[config.mk]
export PLATFORM = sky130hd
export DESIGN_NAME = serial_code_converter_flat
export DESIGN_NICKNAME = d
export VERILOG_FILES = /design/src/rtl/serial_code_converter_if.sv /design/src/rtl/serial_code_converter.sv /design/src/flat_wrapper.sv
export SDC_FILE = /design/constraint.sdc
export NUM_CORES = 1
export LEC_CHECK = 0
export CORE_MARGIN = 3
export CORE_UTILIZATION = 45
export DETAILED_ROUTE_END_ITERATION = 10
export MAX_ROUTING_LAYER = met4
export PLACE_DENSITY = 0.72
export SLEW_MARGIN = 20
export SYNTH_ARGS = -nofsm -noshare
export SYNTH_HDL_FRONTEND = slang
export SYNTH_SLANG_ARGS = --single-unit
[constraint.sdc]
create_clock -name Clk -period 1.4 [get_ports Clk]
set_input_delay 0.28 -clock Clk [delete_from_list [all_inputs] [get_ports Clk]]
set_output_delay 0.28 -clock Clk [all_outputs]
set_load 0.02 [all_outputs]
[src/rtl/serial_code_converter_if.sv]
// Serial bit stream plus framing/status strobes between a source/sink and serial_code_converter.
interface serial_code_converter_if #(
  parameter int DIGITS = 4
);
  localparam int IDXW = (DIGITS > 1) ? $clog2(DIGITS) : 1;

  logic            En;
  logic            X;
  logic            Dir;
  logic            Z;
  logic            Z_valid;
  logic [IDXW-1:0] Digit_idx;
  logic            Digit_done;
  logic            Err;
  logic            Word_done;
  logic            Word_err;

  modport master (
    output En, X, Dir,
    input  Z, Z_valid, Digit_idx, Digit_done, Err, Word_done, Word_err
  );

  modport slave (
    input  En, X, Dir,
    output Z, Z_valid, Digit_idx, Digit_done, Err, Word_done, Word_err
  );
endinterface

[src/rtl/serial_code_converter.sv]
// Serial LSB-first Excess-3 <-> BCD converter (Mealy), DIGITS digits per word,
// with bit-enable stalling, digit/word strobes and invalid-code flags.
module serial_code_converter #(
  parameter int DIGITS = 4
) (
  input  logic                     Clk,
  input  logic                     Rst,
  serial_code_converter_if.slave   bus
);
  localparam int              IDXW     = (DIGITS > 1) ? $clog2(DIGITS) : 1;
  localparam logic [3:0]      K        = 4'b0011;
  localparam logic [IDXW-1:0] LAST_IDX = IDXW'(DIGITS - 1);

  typedef enum logic [1:0] {BIT0, BIT1, BIT2, BIT3} bit_e;

  bit_e            bit_q, bit_d;
  logic [IDXW-1:0] idx_q, idx_d;
  logic            c_q, c_d;
  logic [2:0]      din_q, din_d;
  logic            dir_q, dir_d;
  logic            werr_q, werr_d;
  logic            dd_q, dd_d;
  logic            err_q, err_d;
  logic            wd_q, wd_d;
  logic            we_q, we_d;

  logic       word_start, d, k, cin, zbit, cout, invalid, last, digit_end;
  logic [3:0] v;

  // Bit-serial add/subtract of K; only the low 3 input bits need storing since bit 3 is live on X.
  always_comb begin
    word_start = (bit_q == BIT0) && (idx_q == '0);
    d          = word_start ? bus.Dir : dir_q;
    k          = K[bit_q];
    cin        = (bit_q == BIT0) ? 1'b0 : c_q;
    zbit       = bus.X ^ k ^ cin;
    cout       = d ? ((bus.X & k) | (bus.X & cin) | (k & cin))
                   : ((~bus.X & (k | cin)) | (k & cin));
    v          = {bus.X, din_q};
    invalid    = d ? (v > 4'd9) : ((v < 4'd3) || (v > 4'd12));
    last       = (idx_q == LAST_IDX);
    digit_end  = bus.En && (bit_q == BIT3);
  end

  always_ff @(posedge Clk or posedge Rst) begin
    if (Rst) begin
      bit_q  <= BIT0;
      idx_q  <= '0;
      c_q    <= 1'b0;
      din_q  <= '0;
      dir_q  <= 1'b0;
      werr_q <= 1'b0;
      dd_q   <= 1'b0;
      err_q  <= 1'b0;
      wd_q   <= 1'b0;
      we_q   <= 1'b0;
    end else begin
      bit_q  <= bit_d;
      idx_q  <= idx_d;
      c_q    <= c_d;
      din_q  <= din_d;
      dir_q  <= dir_d;
      werr_q <= werr_d;
      dd_q   <= dd_d;
      err_q  <= err_d;
      wd_q   <= wd_d;
      we_q   <= we_d;
    end
  end

  always_comb begin
    bit_d  = bit_q;
    idx_d  = idx_q;
    c_d    = c_q;
    din_d  = din_q;
    dir_d  = dir_q;
    werr_d = werr_q;
    dd_d   = digit_end;
    err_d  = digit_end && invalid;
    wd_d   = digit_end && last;
    we_d   = digit_end && last && (werr_q || invalid);
    if (bus.En) begin
      c_d = cout;
      if (word_start) dir_d = bus.Dir;
      case (bit_q)
        BIT0:    begin din_d[0] = bus.X; bit_d = BIT1; end
        BIT1:    begin din_d[1] = bus.X; bit_d = BIT2; end
        BIT2:    begin din_d[2] = bus.X; bit_d = BIT3; end
        default: begin
          bit_d  = BIT0;
          idx_d  = last ? '0 : idx_q + IDXW'(1);
          werr_d = last ? 1'b0 : (werr_q | invalid);
        end
      endcase
    end
  end

  always_comb begin
    bus.Z          = bus.En & zbit;
    bus.Z_valid    = bus.En;
    bus.Digit_idx  = idx_q;
    bus.Digit_done = dd_q;
    bus.Err        = err_q;
    bus.Word_done  = wd_q;
    bus.Word_err   = we_q;
  end
endmodule

[src/flat_wrapper.sv]
// flat-port wrapper written by rule: the top's interface ports become plain ports
module serial_code_converter_flat 
#(
  parameter int DIGITS = 4
)
  (Clk, Rst, bus_En, bus_X, bus_Dir, bus_Z, bus_Z_valid, bus_Digit_idx, bus_Digit_done, bus_Err, bus_Word_done, bus_Word_err);
  serial_code_converter_if #(.DIGITS(DIGITS)) bus_i ();
  input  logic Clk;
  input  logic Rst;
  input wire logic [$bits(bus_i.En)-1:0] bus_En;
  input wire logic [$bits(bus_i.X)-1:0] bus_X;
  input wire logic [$bits(bus_i.Dir)-1:0] bus_Dir;
  output wire logic [$bits(bus_i.Z)-1:0] bus_Z;
  output wire logic [$bits(bus_i.Z_valid)-1:0] bus_Z_valid;
  output wire logic [$bits(bus_i.Digit_idx)-1:0] bus_Digit_idx;
  output wire logic [$bits(bus_i.Digit_done)-1:0] bus_Digit_done;
  output wire logic [$bits(bus_i.Err)-1:0] bus_Err;
  output wire logic [$bits(bus_i.Word_done)-1:0] bus_Word_done;
  output wire logic [$bits(bus_i.Word_err)-1:0] bus_Word_err;
  assign bus_i.En = bus_En;
  assign bus_i.X = bus_X;
  assign bus_i.Dir = bus_Dir;
  assign bus_Z = bus_i.Z;
  assign bus_Z_valid = bus_i.Z_valid;
  assign bus_Digit_idx = bus_i.Digit_idx;
  assign bus_Digit_done = bus_i.Digit_done;
  assign bus_Err = bus_i.Err;
  assign bus_Word_done = bus_i.Word_done;
  assign bus_Word_err = bus_i.Word_err;
  serial_code_converter #(.DIGITS(DIGITS)) u_core (.Clk(Clk), .Rst(Rst), .bus(bus_i));
endmodule
[Word-level counts from Yosys, hierarchy flattened]
Index checks and enable logic that the tools add are counted.
Storage, ports and cells
  memories kept: 0
  latch bits: 0
  output and inout port bits: 8
  input port bits: 5
  RAM bits: 0
  register bits after elaboration: 14
  ROM bits: 0
  logic and storage cells: 58
Cells by class
  eq/ne operators: 4
  divide/modulo/power cells: 0
  muxes and demuxes: 9
  shift-type cells: 0
  bitwise operators: 14
  order comparisons: 4
  $add $sub $neg: 1
  $mul: 0
  reductions and logical operators: 14
Operator list (number)
  4-bit greater-than comparator, second input constant: 2
  2-bit AND reduction: 4
  2-bit == test, second input constant: 3
  1-bit two-way mux: 6
  2-bit case mux with 3 select lines: 1
  1-bit AND: 5
  1-bit logical AND: 5
  1-bit OR: 5
  2-bit zero test: 2
  4-bit by 2-bit < comparator with 1-bit output, second input constant: 1
  2-bit by 3-bit < comparator with 1-bit output, second input constant: 1
  3-bit OR reduction: 1
  2-bit by 1-bit adder with 2-bit output, second input constant: 1
  1-bit binary-select mux with 2-bit select: 1
  2-bit by 1-bit == test with 1-bit output, second input constant: 1
  1-bit logical OR: 2
  2-bit two-way mux: 1
  1-bit NOT: 2
  1-bit bitwise XOR: 2

[Longest topological paths before layout]
Gate-level depths: netlist of the first run.
  word-level depth: 6
  mapped depth: 6
  mapped depth without buffers: 6

[Worst setup path before layout of the first run]
Ideal clock, no wire load.
  path type: reg2reg
  start: register u_core.idx_q[0] (netlist: u_core.bus.Digit_idx[0])
  end: register u_core.werr_q
  required time: 1.272 ns
  path buffers: 0
  data arrival time: 1.382 ns
  stages on the path, launching flop included: 7
  slack: -0.110 ns
  setup time: 0.128 ns
  period minus slack after synthesis: 1.510 ns
  path through: dfrtp_1 > inv_1 > ha_1 > nand2_2 > mux2i_4 > nor3b_2 > nor3_1
Between the ends
  cells in the longest elaborated chain, start to end: 6
  elaborated cells on any way between the ends: 7
  classes of those cells: 1 x eq/ne; 3 x mux; 1 x bitwise; 2 x reduce/logical
RTL lines
  start: declaration: RTL line serial_code_converter.sv:17  | logic [IDXW-1:0] idx_q, idx_d;
  start signal: assignment: RTL line serial_code_converter.sv:59  | idx_q <= idx_d;
  2-bit zero test: RTL line serial_code_converter.sv:32  | word_start = (bit_q == BIT0) && (idx_q == '0);
  1-bit logical AND: RTL line serial_code_converter.sv:32
  1-bit two-way mux: RTL line serial_code_converter.sv:33  | d = word_start ? bus.Dir : dir_q;
  1-bit two-way mux: RTL line serial_code_converter.sv:40  | invalid = d ? (v > 4'd9) : ((v < 4'd3) || (v > 4'd12));
  1-bit OR: RTL line serial_code_converter.sv:92  | werr_d = last ? 1'b0 : (werr_q | invalid);
  1-bit two-way mux *: RTL line serial_code_converter.sv:92
  end signal: assignment: RTL line serial_code_converter.sv:63  | werr_q <= werr_d;
  end: declaration: RTL line serial_code_converter.sv:21  | logic werr_q, werr_d;
Mark *: on every way between the ends. The rest lies on a longest branch, timed or not.
A chain may end at the register's enable or synchronous reset.

[Worst setup path in the final report of the first run]
  start: register u_core.bit_q[1]
  end: register u_core.we_q (netlist: u_core.bus.Word_err)
Between the ends
  cells in the longest elaborated chain, start to end: 6
  elaborated cells on any way between the ends: 9
  classes of those cells: 1 x eq/ne; 2 x mux; 6 x reduce/logical
RTL lines
  start: declaration: RTL line serial_code_converter.sv:16  | bit_e bit_q, bit_d;
  start signal: assignment: RTL line serial_code_converter.sv:58  | bit_q <= bit_d;
  2-bit zero test: RTL line serial_code_converter.sv:32
  1-bit logical AND: RTL line serial_code_converter.sv:32
  1-bit two-way mux: RTL line serial_code_converter.sv:33
  1-bit two-way mux: RTL line serial_code_converter.sv:40
  1-bit logical OR: RTL line serial_code_converter.sv:81  | we_d = digit_end && last && (werr_q || invalid);
  1-bit logical AND *: RTL line serial_code_converter.sv:81
  net u_core.we_d: RTL line serial_code_converter.sv:25  | logic we_q, we_d;
  end signal: assignment: RTL line serial_code_converter.sv:67  | we_q <= we_d;
  end: declaration: RTL line serial_code_converter.sv:25
Mark *: on every way through the listed nets, which the timed path passes. The rest lies on a longest branch.

==> results of run 1 <==
==> cell usage after synthesis (2+ instances only) <==
| cell type | instances | area share, % |
|---|---|---|
| inv_1 | 7 | 3.4 |
| o21ai_0 | 7 | 4.6 |
| mux2_2 | 3 | 4.4 |
| nand2_1 | 9 | 4.4 |
| dfrtp_1 | 14 | 46 |
| ha_1 | 8 | 13 |
| mux2i_1 | 2 | 2.6 |
| nor2_1 | 4 | 2.0 |
| nor3_1 | 3 | 2.0 |
==> cell type report <==
type | count | area [um2]
flip-flops and latches | 14 | 353
repair buffers | 31 | 259
fillers | 105 | 349
multi-input cells | 50 | 498
inverters | 7 | 26.3
clock buffers | 4 | 36.3
well taps | 16 | 20.0
==> per-stage QoR <==
| step | hold WS (ns) | area, um2 |
|---|---|---|
| 6_report | 0.296 | 1190 |
| 5_1_grt | 0.321 | 1190 |
| 4_1_cts | 0.301 | 1130 |
| 3_5_place_dp | 0.533 | 1020 |
| 3_3_place_gp | 0.516 | 1020 |
| 2_1_floorplan | 0.169 | 772 |
==> state kept, by name (all words and copies together), names as in the netlist <==
register and cells:
u_core.bus.Word_done 1, u_core.dir_q 1, u_core.bus.Word_err 1, u_core.bit_q 2, u_core.c_q 1, u_core.bus.Digit_done 1, u_core.bus.Digit_idx 2, u_core.werr_q 1
u_core.din_q 3, u_core.bus.Err 1
==> how the worst min path moves through the flow <==
stage,slack (ns),start,depth (start not counted),end
2_1_floorplan,0.17,Rst,1,u_core.bit_q[0]
3_3_place_gp,0.52,u_core.din_q[0],1,u_core.din_q[0]
3_5_place_dp,0.53,u_core.din_q[0],1,u_core.din_q[0]
4_1_cts,0.30,Rst,3,u_core.c_q
5_1_grt,0.32,Rst,3,u_core.bus.Digit_idx[0]
6_report,0.30,Rst,3,u_core.bit_q[1]
==> repair_timing <==
item | CTS | global route
pin swaps | 3 | 3
resized for setup | 28 | 18
buffers inserted | 2 | 3
endpoints found under the setup margin | 13 | 12
==> worst max-delay path, stage by stage, from the launching register on <==
cell     delay (ns)
dfrtp_1        0.37
inv_2          0.08
buf_4          0.14
buf_6          0.12
ha_4           0.17
nand2_4        0.06
mux2i_4        0.29
nor3b_4        0.29
nor3_2         0.09
==> routing by layer <==
metal / share of wire (%) / up-vias / GRT usage, %
met5: 0 / - / -
met3: 3.8 / 6 / 3.45
met1: 38 / 303 / 22.0
li1: - / 314 / -
met4: 3.4 / 0 / 3.87
met2: 54 / 18 / 31.7
==> logic make-up after synthesis <==
kind of cell	Yosys count	share of synthesized area, %
and+or+nand+nor	21	13.3
DFF	14	46.0
muxes	6	10.0
buffers and inverters	9	5.09
adders and majority gates	8	13.1
xor gates and xnor gates	1	1.15
AOI/OAI and AO/OA	14	11.3
==> power by group through the flow <==
stage          Combinational [mW]  Clock [mW]  Sequential, mW
2_1_floorplan               0.638           0           0.741
3_3_place_gp                 1.18           0           0.682
3_5_place_dp                 1.23           0           0.689
4_1_cts                      1.43       0.297           0.690
5_1_grt                      1.79       0.313           0.724
6_report                     1.64       0.294           0.703
==> summary.md, run 1 <==
The flow ran to the end, but the final reports show violations. The checks that failed: negative setup slack. The die covers 2220 um2. After clock tree synthesis, the clock-pin slew on the worst setup and hold paths is 0.09 ns. The number of antenna violations at the first check in global routing is 0. For this run, the register share of the synthesized area comes to 46.0%. The first global-routing pass estimated 2760 um of wire.

Iteration count of the initial detailed-routing pass: 4. During placement, the flow inserted port buffers numbering 12. Counting distinct cell types in the post-synthesis netlist gives 25. The worst hold path class was in -> async. The setup slack of the critical path after layout came out at -0.336 ns. Of the cells placed in the final design, the portion with a size suffix greater than 1 is 50.9%. The clock passes through at most 2 buffers. The tools report the top-level port count as 13. Counting flops and latches in the post-synthesis netlist gives 14. In this run the power spent charging and discharging nets is 1.03 mW. The finished layout holds 122 standard cells, fillers aside. Static timing analysis puts the maximum clock frequency at 0.576 GHz. The worst setup path is captured at a flop. The proportion of register bits with asynchronous set or reset after synthesis was 100%; the actual slew at the worst max-slew pin was 0.268 ns. The number of buffers inserted for hold repair after clock tree synthesis is 0, and the ratio of routed vias to standard cells is 5.25. After floorplanning, the core was sized to cover 1540 um2. The post-detailed-route count of antenna-violating nets is 0, and the initial cell density of the core is 49.4%. Data on the critical path arrives at its endpoint at 1.89 ns.

The total inserted antenna cells was 0. Critical path class: reg -> reg. For this run, the post-layout net count is 120. Entering global routing, the biggest net connects 15 pins.

The share of total power dissipated in combinational logic is 62.2%. The number of cells on the worst reg-to-reg path came out at 8. Routability-driven placement finished with a final weighted congestion of 0.812. Final clock period utilization by the worst path: 124%. For the H-tree depth reported by CTS, the log shows 1. For the final database, setup skew stands at 0.00316 ns.

Among all flip-flop cells after synthesis, the most frequent one is dfrtp_1. The internal power came out at 1.61 mW. The floorplan has 14 rows. The tools report the first-iteration detailed-routing DRC count as 10.

The setup violation total in the final timing report came out at 7. The nature of the critical path startpoint is a flop. For the pre-CTS worst setup slack, the log shows -0.802 ns. The critical path ends at u_core.bus.Word_err.

Detailed-placement wirelength estimate: 1190 um. The vias after detailed routing came out at 641. The floorplan step set the die width to 47.2 um. From bottom edge to top edge, the die measures 47.2 um.

The tools report the total global-route track usage as 18.3%. The via count of the first global-routing pass was 625. For this run, the number of Yosys warnings is 0. After detailed routing, the average wire length per cell comes to 14.6 um. The leakage power total came out at 0.576 nW.

For this design the ratio of total power to cell area is 2210 nW/um2. For the final routed database, the setup TNS stands at -1.58 ns. The remaining routing DRC violations is 0, and the residual overflow from global routing is 0. Cells fill 77.4% of the core in the end. The worst-case IR drop observed on VDD is 1.37 mV. The tools report the start of the worst register-to-register path as u_core.bit_q[1]. Net count after synthesis: 86.

Registers are responsible for 26.7% of the overall power. In this run the worst path has a maximum fanout of 4. In this run, CTS created clock tree buffers numbering 3. The number of instances in the synthesized netlist is 73. The library cell used most frequently in the layout, excluding fill and tap cells, is buf_4. The worst register-to-register path ends at u_core.bus.Word_err. Net switching is 38.9% of the power.

The reg-to-reg setup timing slack came out at -0.34 ns. The clock insertion delay at the later pin of the skew report was 0.27 ns. The top cell types in the final layout, fill and taps aside, are buf_4 (16), dfrtp_1 (12), nand2_1 (6). The tree is rooted in a clkbuf_4.

The logs give 2.64 mW for the power after layout and 115 for the number of placed cells counting well taps. The number of hold violations in the final report came out at 0. The detailed-route wire length came out at 1790 um.

CTS saw 14 sinks. TritonCTS built the clock tree. Each instance of the synthesized netlist takes up on average 10.4 um2. The run gives 0 as the total count of max-transition violations in the final report. For the finished layout, the period the worst path requires is 1.74 ns. The post-synthesis instance area is 762 um2, and the number of max-cap violations is 0.

The number of synthesized flops with an enable pin came out at 0. The layout-stage area growth over the synthesis result works out to 56.5%. Per report_power, the clock group accounts for 11.2% of the total.

Setup repair after global routing could not meet its margin everywhere. STA puts the critical path data required time at 1.56 ns. Headroom to the max-slew limit came out at 82.1%.

The critical path starts at u_core.bit_q[1].
Note: power is estimated with default switching activity, not from simulation.
==> run 2: changes to the inputs <==
Settings changed: SETUP_SLACK_MARGIN set to 0.1.
==> run 2 against run 1 <==
Compared with the run above: the run still ends with negative setup slack left; sequential cell count unchanged; first-iteration DRC count is 10% higher; non-clock buffer count is 1 lower; largest cell class unchanged; largest power group unchanged.
==> summary.md, run 2 (synthesis results as in run 1) <==
The worst-case vdd ir drop was 1.48 mV (+7.4%). For the setup violation total in the final timing report, the log shows 7 (unchanged). The library cell used most frequently in the layout, excluding fill and tap cells, is buf_4.

The nature of the critical path startpoint is a flop. The floorplan die area came out at 2220 um2 (unchanged). Total negative slack for setup checks: -1.27 ns (+0.310 ns). The logs give 19.5% (+1.1 points) for the total global-route track usage and 1200 um (+0.49%) for the detailed-placement wirelength estimate. The sum of buffers and inverters on the critical path works out to 2 (-1). Fill cell instance count of the final layout: 90 (-14%). The clock tree root driver cell was clkbuf_4. Power after layout: 2.62 mW (-0.74%).

The vertical die dimension was 47.2 um (unchanged); the sequential standard cell area was 353 um2 (unchanged). The final reports fail on negative setup slack. The total count of max-transition violations in the final report came out at 0 (unchanged). The clock transition at the registers of the reported paths works out to 0.09 ns (about the same). The worst hold path class is in -> async. The width of the chip is 47.2 um (unchanged). The tools report the row count as 14 (unchanged).

The flow ran to the end, but the final reports show violations. The actual slew at the worst max-slew pin came out at 0.398 ns (+0.130 ns). The share of post-route cells with drive strength above 1 was 53.3% (+2.4 points). The run gives 0.00883 ns (+0.00567 ns) as the worst clock skew. TritonCTS built the clock tree.

The register with the most flip-flops in the final layout is u_core.din_q. Tracing the worst setup path back leads to its startpoint at u_core.bit_q[0]. The cell area after placement was 1050 um2 (+3.2%); the final clock period utilization by the worst path was 125% (+1.3 points).

Maximum clock insertion buffer count: 2 (unchanged). The setup path with the least slack is of type reg -> out. The achievable frequency was 0.570 GHz (-1.0%); the number of placed cells counting well taps was 113 (-1.7%).

Cell at the slowest stage of the critical path: dfrtp_1. First-iteration detailed-routing DRC count: 11 (+1). The cell area after layout was 1210 um2 (+1.8%); the clock insertion delay at the later pin of the skew report was 0.29 ns (+0.02 ns). For the vias after detailed routing, the log shows 617 (-3.7%). Setup repair after global routing could not meet its margin everywhere. The logs give 1810 um (+1.5%) for the detailed-route wire length and 0 (unchanged) for the total inserted antenna cells. The total core area is 1540 um2 (unchanged), and the layout-stage area growth over the synthesis result is 59.3%. The clock sink count came out at 14 (unchanged). The logs give 2870 um (+4.0%) for the wire length of the first global-routing pass and 0.191 ns (-0.105 ns) for the worst hold slack after final layout. Walking the worst path, the cells encountered are inv_2, ha_4, nand2b_4, xnor2_2, and2_4, buf_6.

The initial cell density of the core came out at 49.4% (unchanged). The delay of the slowest cell on the worst path is 0.41 ns (+0.04 ns), and the via count of the first global-routing pass is 663 (+6.1%). The final weighted congestion in routability-driven placement came out at 0.772 (-4.9%). The logs give 0.601 nW (+4.3%) for the leakage power total and 78.7% (+1.4 points) for the final standard cell utilization of the core. The wire length per cell after detailed routing came out at 15.0 um (+2.3%). The number of max-cap violations came out at 0 (unchanged). The library cells used most frequently in the layout, excluding fill and tap cells, are buf_4 (16), dfrtp_1 (12), nand2_1 (6), ha_4 (6). Relative max-transition margin: 73.3% (-8.8 points). The data required time at the worst endpoint is 1.12 ns (-0.44 ns), and the ratio of routed vias to standard cells is 5.10 (-2.9%). Remaining routing DRC violations: 0 (unchanged). The maximum fanout count along the critical path came out at 2 (-2). Start of the worst register-to-register path: u_core.bit_q[0]. The post-detailed-route count of antenna-violating nets is 0 (unchanged). The multi-input gate area in the final layout was 514 um2 (+3.3%). The run gives 119 (-0.83%) as the final net count.

The setup slack of the critical path after layout is -0.353 ns (-0.0178 ns). The tools report the H-tree depth reported by CTS as 1 (unchanged). The clock buffer count from CTS was 3 (unchanged); the number of antenna violations at the first check in global routing was 0 (unchanged).

The run gives 4 (unchanged) as the iteration count of the initial detailed-routing pass. Broken down by cell family, the worst path's largest delay share belongs to flip-flops. The number of hold violations in the final report came out at 0 (unchanged). The type of element capturing the critical path was a primary output. The power density over the cells is 2160 nW/um2 (-2.5%), and the top-level port count is 13 (unchanged). The pre-CTS worst setup slack is -0.824 ns (-0.0217 ns). For the final non-filler cell total, the log shows 121 (-0.82%). The total of buffers placed on input and output ports works out to 12 (unchanged).

Maximum number of pins on one net before global-route repair: 12 (-3). The minimum clock period works out to 1.75 ns (+0.0178 ns). Number of flip-flops under the largest register name: 3 (unchanged). The residual overflow from global routing was 0 (unchanged); the signal arrival time at the worst endpoint was 1.47 ns (-0.42 ns).
-- run 2: cell count changes in the layout (fill, tap and decap cells not counted), sizes merged --
cell	change
clkdlybuf4s50	-2
dlymetal6s2s	+2
dlygate4sd2	-1
buf	-1
clkbuf	+1
-- run 2: final cells by class --
class	count	area share, %
Clock buffer	4	2.99
Sequential cell	14	29.1
Inverter	7	2.16
Multi-Input combinational cell	50	42.4
Tap cell	16	1.65
Timing Repair Buffer	30	21.8
-- run 2: worst paths after layout --
| path | end | slack [ns] | cells past startpoint |
|---|---|---|---|
| min reg2reg | u_core.din_q[0] | 0.58 | 1 |
| min | u_core.bit_q[1] | 0.19 | 2 |
| max in group asynchronous | u_core.bus.Digit_idx[0] | 0.88 | 3 |
| max reg2reg | u_core.werr_q | -0.27 | 7 |
| min in group Clk | u_core.dir_q | 0.38 | 3 |
| max | bus_Z | -0.35 | 6 |
-- run 2: worst register-to-register path, cell delays in order (launching register included) --
cell,delay [ns]
dfrtp_1,0.42
inv_2,0.11
buf_4,0.15
ha_4,0.15
nand2_4,0.05
mux2i_4,0.20
nor3_1,0.37
nor3_2,0.09
-- run 2: what timing repair did --
item | in CTS | in global routing
endpoints found under the setup margin | 16 | 14
hold buffers | 0 | 0
pin swaps | 7 | 4
gates resized for setup | 24 | 22
setup buffers | 2 | 4
-- run 2: per-layer routing --
layer | track usage (%) | vias to the layer above | wire length (um)
met1 | 20.8 | 287 | 677
met3 | 3.45 | 4 | 57
li1 | - | 312 | -
met4 | 8.84 | 0 | 36
met5 | - | - | 0
met2 | 34.4 | 14 | 1040
-- run 2: power by group --
group          internal, mW  switching, mW  leakage [nW]  total, mW
Combinational         0.855          0.750         0.407       1.60
Clock                 0.158          0.141        0.0210      0.300
Sequential            0.565          0.146         0.173      0.712
